### src/rtl/tx_ctrl_pkg.sv
// Shared types and code words for the TX word scheduler.
// Holds the scheduler state type, the K28.5 comma codes and the word width.
package tx_ctrl_pkg;

    localparam int WORD_W    = 10;
    localparam int BIT_CNT_W = 4;

    localparam logic [WORD_W-1:0] K28_5_RDN         = 10'b0011111010;
    localparam logic [WORD_W-1:0] K28_5_RDP         = 10'b1100000101;
    localparam logic [WORD_W-1:0] IDLE_CODE_DEFAULT = K28_5_RDN;
    localparam logic [WORD_W-1:0] SKIP_CODE_DEFAULT = 10'b0011110100;

    typedef enum logic {
        ST_ALIGN = 1'b0,
        ST_DATA  = 1'b1
    } tx_state_t;

endpackage

### src/rtl/tx_frame_counter.sv
// Divides the bit clock into frames of WORD_W cycles.
// The counter rests on the last position during reset so that the very first
// edge after release is a frame boundary.
module tx_frame_counter
    import tx_ctrl_pkg::*;
(
    input  logic clk,
    input  logic rst,
    output logic boundary
);

    localparam logic [BIT_CNT_W-1:0] LAST_BIT = BIT_CNT_W'(WORD_W - 1);

    logic [BIT_CNT_W-1:0] bit_cnt;

    assign boundary = (bit_cnt == LAST_BIT);

    // Position within the current frame, wrapping at the boundary.
    always_ff @(posedge clk) begin
        if (rst) begin
            bit_cnt <= LAST_BIT;
        end else if (boundary) begin
            bit_cnt <= '0;
        end else begin
            bit_cnt <= bit_cnt + 1'b1;
        end
    end

endmodule

### src/rtl/tx_ser_ctrl.sv
// Transmit word scheduler feeding the 10-bit serializer.
// At every frame boundary it picks a comma (alignment), upstream data, an idle
// word or a skip word, loads it onto ser_word and strobes ser_load.
// Optional feature: define TX_SKIP_EN to insert SKIP_WORD after every
// SKIP_INTERVAL data-phase words.
module tx_ser_ctrl
    import tx_ctrl_pkg::*;
#(
    parameter int                ALIGN_WORDS   = 16,
    parameter logic [WORD_W-1:0] COMMA_A       = K28_5_RDN,
    parameter logic [WORD_W-1:0] COMMA_B       = K28_5_RDP,
    parameter logic [WORD_W-1:0] IDLE_WORD     = IDLE_CODE_DEFAULT,
    parameter logic [WORD_W-1:0] SKIP_WORD     = SKIP_CODE_DEFAULT,
    parameter int                SKIP_INTERVAL = 64
) (
    input  logic              clk,
    input  logic              rst,
    input  logic [WORD_W-1:0] in_data,
    input  logic              in_valid,
    output logic              in_ready,
    input  logic              train_req,
    output logic [WORD_W-1:0] ser_word,
    output logic              ser_load,
    output logic              link_up,
    output logic              idle_sent
);

    localparam int                 ACNT_W      = $clog2(ALIGN_WORDS + 1);
    localparam logic [ACNT_W-1:0]  ALIGN_LIMIT = ACNT_W'(ALIGN_WORDS);

    // Reject configurations the comma alternation and skip spacing cannot honour.
    if (ALIGN_WORDS < 2 || (ALIGN_WORDS % 2) != 0 || SKIP_INTERVAL < 2) begin : g_bad_params
        $error("tx_ser_ctrl: ALIGN_WORDS must be even and >=2, SKIP_INTERVAL must be >=2");
    end

    logic              boundary;
    tx_state_t         state;
    logic [ACNT_W-1:0] align_cnt;
    logic              train_pend;
    logic              train_now;
    logic              align_done;
    logic              data_phase;
    logic              skip_due;
    logic [WORD_W-1:0] next_word;
    logic              next_idle;

    tx_frame_counter u_frame_counter (
        .clk      (clk),
        .rst      (rst),
        .boundary (boundary)
    );

    // A train request seen in the boundary cycle itself is honoured at once.
    assign train_now  = train_pend | train_req;
    // The boundary that completes alignment already loads a data-phase word.
    assign align_done = (state == ST_ALIGN) && (align_cnt == ALIGN_LIMIT);
    assign data_phase = (state == ST_DATA) || align_done;
    assign link_up    = (state == ST_DATA);
    assign in_ready   = !rst && boundary && data_phase && !train_now && !skip_due;

`ifdef TX_SKIP_EN
    localparam int                SCNT_W     = $clog2(SKIP_INTERVAL + 1);
    localparam logic [SCNT_W-1:0] SKIP_LIMIT = SCNT_W'(SKIP_INTERVAL);

    logic [SCNT_W-1:0] skip_cnt;

    assign skip_due = (skip_cnt == SKIP_LIMIT);

    // Data-phase words since the last skip; held at zero outside the data phase.
    always_ff @(posedge clk) begin
        if (rst) begin
            skip_cnt <= '0;
        end else if (boundary) begin
            if (train_now || !data_phase || skip_due) begin
                skip_cnt <= '0;
            end else begin
                skip_cnt <= skip_cnt + 1'b1;
            end
        end
    end
`else
    assign skip_due = 1'b0;
`endif

    // Word chosen for the coming frame, in priority order.
    always_comb begin
        next_word = COMMA_A;
        next_idle = 1'b0;
        if (train_now) begin
            next_word = COMMA_A;
        end else if (!data_phase) begin
            next_word = align_cnt[0] ? COMMA_B : COMMA_A;
        end else if (skip_due) begin
            next_word = SKIP_WORD;
        end else if (in_valid) begin
            next_word = in_data;
        end else begin
            next_word = IDLE_WORD;
            next_idle = 1'b1;
        end
    end

    // Scheduler state, alignment progress, sticky train request and word output.
    always_ff @(posedge clk) begin
        if (rst) begin
            state      <= ST_ALIGN;
            align_cnt  <= '0;
            train_pend <= 1'b0;
            ser_word   <= '0;
            ser_load   <= 1'b0;
            idle_sent  <= 1'b0;
        end else begin
            ser_load  <= boundary;
            idle_sent <= boundary && next_idle;
            if (boundary) begin
                ser_word   <= next_word;
                train_pend <= 1'b0;
                if (train_now) begin
                    // The COMMA_A loaded here is the first word of the new run.
                    state     <= ST_ALIGN;
                    align_cnt <= ACNT_W'(1);
                end else if (data_phase) begin
                    state <= ST_DATA;
                end else begin
                    align_cnt <= align_cnt + 1'b1;
                end
            end else if (train_req) begin
                train_pend <= 1'b1;
            end
        end
    end

endmodule
### config.mk
export PLATFORM = sky130hd
export DESIGN_NAME = tx_ser_ctrl
export DESIGN_NICKNAME = d
export VERILOG_FILES = /design/src/rtl/tx_ctrl_pkg.sv /design/src/rtl/tx_frame_counter.sv /design/src/rtl/tx_ser_ctrl.sv
export SDC_FILE = /design/constraint.sdc
export NUM_CORES = 1
export LEC_CHECK = 0
export BUFFER_PORTS_ARGS = -buffer_cell sky130_fd_sc_hd__clkbuf_2
export CAP_MARGIN = 10
export CORE_MARGIN = 1
export CORE_UTILIZATION = 45
export CTS_BUF_LIST = sky130_fd_sc_hd__clkbuf_4
export DETAILED_ROUTE_END_ITERATION = 6
export PLACE_DENSITY = 0.76
export SYNTH_ARGS = -nofsm -noshare
export SYNTH_HDL_FRONTEND = slang
export SYNTH_SLANG_ARGS = --single-unit
### constraint.sdc
create_clock -name clk -period 3.2 [get_ports clk]
set_clock_uncertainty 0.15 [all_clocks]
set_input_delay 0.16 -clock clk [delete_from_list [all_inputs] [get_ports clk]]
set_output_delay 0.16 -clock clk [all_outputs]
set_load 0.02 [all_outputs]
# After elaboration in Yosys (flattened, before gate mapping)
# Index checks and enable logic that the tools add are counted.
# W data, S select, Z words.
# totals
ff_bits,23
latch_bits,0
ramBits,0
mem_bits_ro,0
input_bits,14
out_inout_bits,14
elab_cells,39
memories,0
# op_classes
addsub,2
n_mul,0
div,0
magnitude_cmp,0
eq_ne,3
shifts,0
n_mux,12
n_bitwise,2
n_reduce_logical,12
# ops
cell,count
$mux W10,4
$mux W5,2
$add A5 B1 Y5 const B,1
$eq A5 B5 Y1 const B,1
$logic_and A1 B1 Y1,5
$mux W1,5
$add A4 B1 Y4 const B,1
$eq A4 B4 Y1 const B,1
$mux W4,1
$reduce_and A2 Y1,2
$logic_not A1 Y1,2
$ne A2 B2 Y1 const B,1
$reduce_bool A2 Y1,1
$reduce_or A2 Y1,1
$logic_or A1 B1 Y1,1
$not A1 Y1,1
$or A1 B1 Y1,1

# Logic depth before layout (Yosys ltp)
# logic_depth
depth_word,6
mapped_depth,6
ltp_nobuf,5

# By module
# From an unflattened synthesis, not the netlist that was laid out.
# hier_totals
hier_cells,115
hier_area_um2,1122.3
# by_module_without_submodules
module,instances,cells_per_inst,area_per_inst_um2,seq_area_each_um2
tx_ser_ctrl,1,97,940.9,380.4
tx_frame_counter,1,18,181.4,80.1

# Worst setup path after synthesis
# OpenSTA, ideal clock, no wires.
# synth_path
path_type,reg2reg
start,reg align_cnt[0]
end,reg align_cnt[2]
setup_ns,0.062
arrival_ns,1.560
required_ns,2.988
slack_ns,1.429
stages_incl_launch_ff,7
path_buffers,1
synth_period_minus_slack_ns,1.771
path_cell_list,dfxtp_1 inv_1 ha_1 and4bb_1 buf_6 or4_1 nand3_1
# synth_between
elab_chain_len,5
word_cells_on_any_way,8
classes_between,1 x add/sub; 2 x eq/ne; 2 x mux; 3 x reduce/logical
# synth_rtl
item,line_no,rtl
from (decl),tx_ser_ctrl.sv:38,logic [ACNT_W-1:0] align_cnt;
from (signal assigned),tx_ser_ctrl.sv:125,align_cnt <= align_cnt + 1'b1;
branches (longest 5 deep; another with $add A5 B1 Y5),n/a,
# Parallel ways; which one is timed is not known. The select of a mux whose other input is x is not followed.
# A chain may end at the register's enable or synchronous reset.

# Final worst setup path
# layout_path
start,reg align_cnt[0]
end,out in_ready
# layout_between
elab_chain_len,5
# layout_rtl
item,line_no,rtl
$eq A5 B5 Y1,tx_ser_ctrl.sv:56,assign align_done = (state == ST_ALIGN) && (align_cnt == ALIGN_LIMIT);
$logic_and A1 B1 Y1,tx_ser_ctrl.sv:56,
$logic_or A1 B1 Y1,tx_ser_ctrl.sv:57,assign data_phase = (state == ST_DATA) || align_done;
$logic_and A1 B1 Y1 (2 in series),tx_ser_ctrl.sv:59,assign in_ready = !rst && boundary && data_phase && !train_now && !skip_due;
to (decl),tx_ser_ctrl.sv:20,"output logic in_ready,"
# No other way between the ends.

==> flow_summary.ini <==
[status]
run_status = complete, no violations

[synthesis]
syn_area_per_cell_sq_um = 9.427
mux_cell_area_share_after_synthesis_pct = 0
post_synth_xor_area_fraction_pct = 1.602
yosys.cell_types.count = 35
yosys_warnings = 0
dominantRegCellSynth = sky130_fd_sc_hd__dfxtp_1
synth.ff_latch_count = 23
post_synthesis_cell_area_sq_um = 1094
synth.net_count = 134
dominant_combinational_cell_family_by_area_after_synthesis = simple AND/OR/NAND/NOR gates
synth-seq-area-share_pct = 42.11
post_synthesis_instance_total = 116
synth_area_in_adders_pct = 4.577
synth_area_leader_cell = sky130_fd_sc_hd__dfxtp_1
synth_simple_gate_area_share_pct = 26.32
netlist.area_leader.share_pct = 42.11
synth-compound-area-share_pct = 20.59
largest_cells_by_area_after_synthesis = sky130_fd_sc_hd__dfxtp_1 (42%), sky130_fd_sc_hd__a221o_1 (5.5%), sky130_fd_sc_hd__a311o_1 (4.6%), sky130_fd_sc_hd__ha_1 (4.6%), sky130_fd_sc_hd__nor2b_1 (3.4%)
synth_enable_flop_cells = 0
synth_async_sr_flop_share_pct = 0

[sta]
final-hold-violation-count = 0
period_minus_slack_ns = 2.241
min_period_over_period_pct = 70.03
worst-slew-pin-transition_ns = 0.5758
final_max_slew_viol_count = 0
worst_hold_slack_ns = 0.01503
setup-violations-final = 0
tns_ns = 0
grt_setup_unrepaired = no
timing.max_slew.rel_slack_pct = 61.43
fmax_mhz = 446.3

[power_and_ir_drop]
post-layout-total-power_uw = 759.6
power.density_cell_area_nw_per_um2 = 576.0
leakagePower_uw = 0.0005543
vdd_drop_max_uv = 403.5

[clock_network]
cts_buffers = 3
clock_insertion_delay_worst_skew_ns = 0.31
cts_tree = done
clock_sinks = 23
htree_levels = 1
worst_setup_hold_path_clk_slew_ns = 0.13
cts.repair_timing.setup_buffer_count = 0
clk_root_buffer_cell = sky130_fd_sc_hd__clkbuf_4
clock_path_buffers = 2

[die]
fp.dieW_um = 51.30
boundaryPins = 28
floorplan.die_area_sq_um = 2631
core_area_sq_um = 2255
chipHeight_um = 51.30
core.rowCount = 17
initial_utilization_pct = 48.50

[finish]
mostFrequentLayoutCell = sky130_fd_sc_hd__clkbuf_2
final_layout_size_suffix_gt1_share_pct = 22.30
multi_input_logic_area_sq_um = 580.6
finish.utilization_pct = 58.49
diodes = 0
regArea_sq_um = 460.4
nNetsFinal = 167
mostFrequentLayoutCells = sky130_fd_sc_hd__clkbuf_2 (27), sky130_fd_sc_hd__dfxtp_1 (23), sky130_fd_sc_hd__nor2_1 (9)
area_growth_pct = 20.59
n_fill_cell = 222

[global_route]
grt_start_max_net_pins = 14
grt_antenna_before_repair = 0
global_route.usage.total_pct = 21.37
global_route_wire_length_before_repair_um = 4167
overflow = 0
via_count_of_the_first_global_routing_pass = 995

[min_path]
path_class_of_the_lowest_slack_min_delay_path = in2reg

[drt]
wl_per_cell_um = 13.77
num_vias = 1030
antenna_left = 0
postRouteWirelength_um = 2423
first_iter_violations = 8
final_routed_drc_violation_total = 0
drt_pass1_iterations = 4
vias_per_cell = 5.852

[worst_setup_path]
worst_setup_path_end_kind = primary output
cp_max_fo = 9
required_ns = 2.89
worst_ep_arrival_time_ns = 1.93
timing.critical_path.from_type = flip-flop
critical_path_class = reg2out

[flow_run]
max_cap_violations = 0

[place]
portBuffers = 27
place_hpwl_um = 1767
gp_congestion = 0.7959
## timing repair
item / in CTS / in global routing
hold endpoints to repair: 5 / 0
gates resized for setup: 0 / 0
hold buffers: 5 / 0
setup endpoints to repair: 0 / 0
## area by class of cell
type | count | share of cell area (%)
timing repair buffer | 32 | 14.04
inverter | 8 | 2.277
clock buffer | 3 | 1.708
multi-input combinational | 81 | 44.02
tap | 28 | 2.657
clock inverter | 1 | 0.3795
sequential | 23 | 34.91
## through the flow
stage	cell area (sq um)	setup WS [ns]	cells
3_3_place_gp	1241	1.381	167
4_1_cts	1319	0.9789	176
2_1_floorplan	1094	1.429	116
5_1_grt	1319	0.8624	176
6_report	1319	0.9592	176
3_5_place_dp	1241	1.311	167
## worst paths after layout
path | startpoint | endpoint | slack, ns | depth (start not counted)
worst min register to register | ser_word[6]$_SDFFE_PP0P_ | ser_word[6]$_SDFFE_PP0P_ | 0.35 | 1
worst max register to register | align_cnt[0]$_SDFFE_PP0P_ | ser_word[9]$_SDFFE_PP0P_ | 1.27 | 5
worst max-delay path | align_cnt[0]$_SDFFE_PP0P_ | in_ready | 0.96 | 6
worst min-delay path | in_data[3] | ser_word[3]$_SDFFE_PP0P_ | 0.02 | 4
## flip-flops by register name, indices dropped and copies added, names as in the netlist
signal	cells
ser_word	10
align_cnt	5
u_frame_counter.bit_cnt	4
idle_sent	1
link_up	1
ser_load	1
train_pend	1
## metal layers
metal  part of all wire [%]  track usage (%)  up-vias
li1                       -                -      506
met1                     45            24.77      484
met2                     50            36.84       33
met3                    3.8            3.869        7
met4                    1.7            11.71        0
met5                      0                0        -
## cells by family after synthesis
kind of cell | Yosys count
AO/OA/AOI/OAI | 29
XOR/XNOR | 2
adder cells (fa/ha/maj) | 4
buffers and inverters | 12
flip-flops | 23
AND/OR/NAND/NOR | 46
## report_power, final
group          switching [uW]  internal, uW  total (uW)
registers                35.2           340         375
logic                     148           101         249
clock network            88.9          46.8         136
## cells in the mapped netlist, drive strengths merged (2+ instances only)
cell type / count
dfxtp: 23
nor2: 9
inv: 8
o21ai: 7
a221o: 6
nor2b: 6
a311o: 5
and3: 4
ha: 4
a21oi: 3
clkbuf: 3
nand2: 3
nand3: 3
nand2b: 2
nand4: 2
nand4b: 2
nand4bb: 2
nor3: 2
nor3b: 2
o32ai: 2
or3: 2
or4: 2
xnor2: 2
## worst max-delay path, stage by stage, from the launching register on
cell and delay [ns]:
sky130_fd_sc_hd__dfxtp_1 0.46, sky130_fd_sc_hd__inv_1 0.10, sky130_fd_sc_hd__ha_1 0.22, sky130_fd_sc_hd__and4bb_1 0.30
sky130_fd_sc_hd__nor2_1 0.30, sky130_fd_sc_hd__nor2_1 0.08, sky130_fd_sc_hd__clkbuf_2 0.16
No activity file was read; power rests on OpenSTA's default activity.
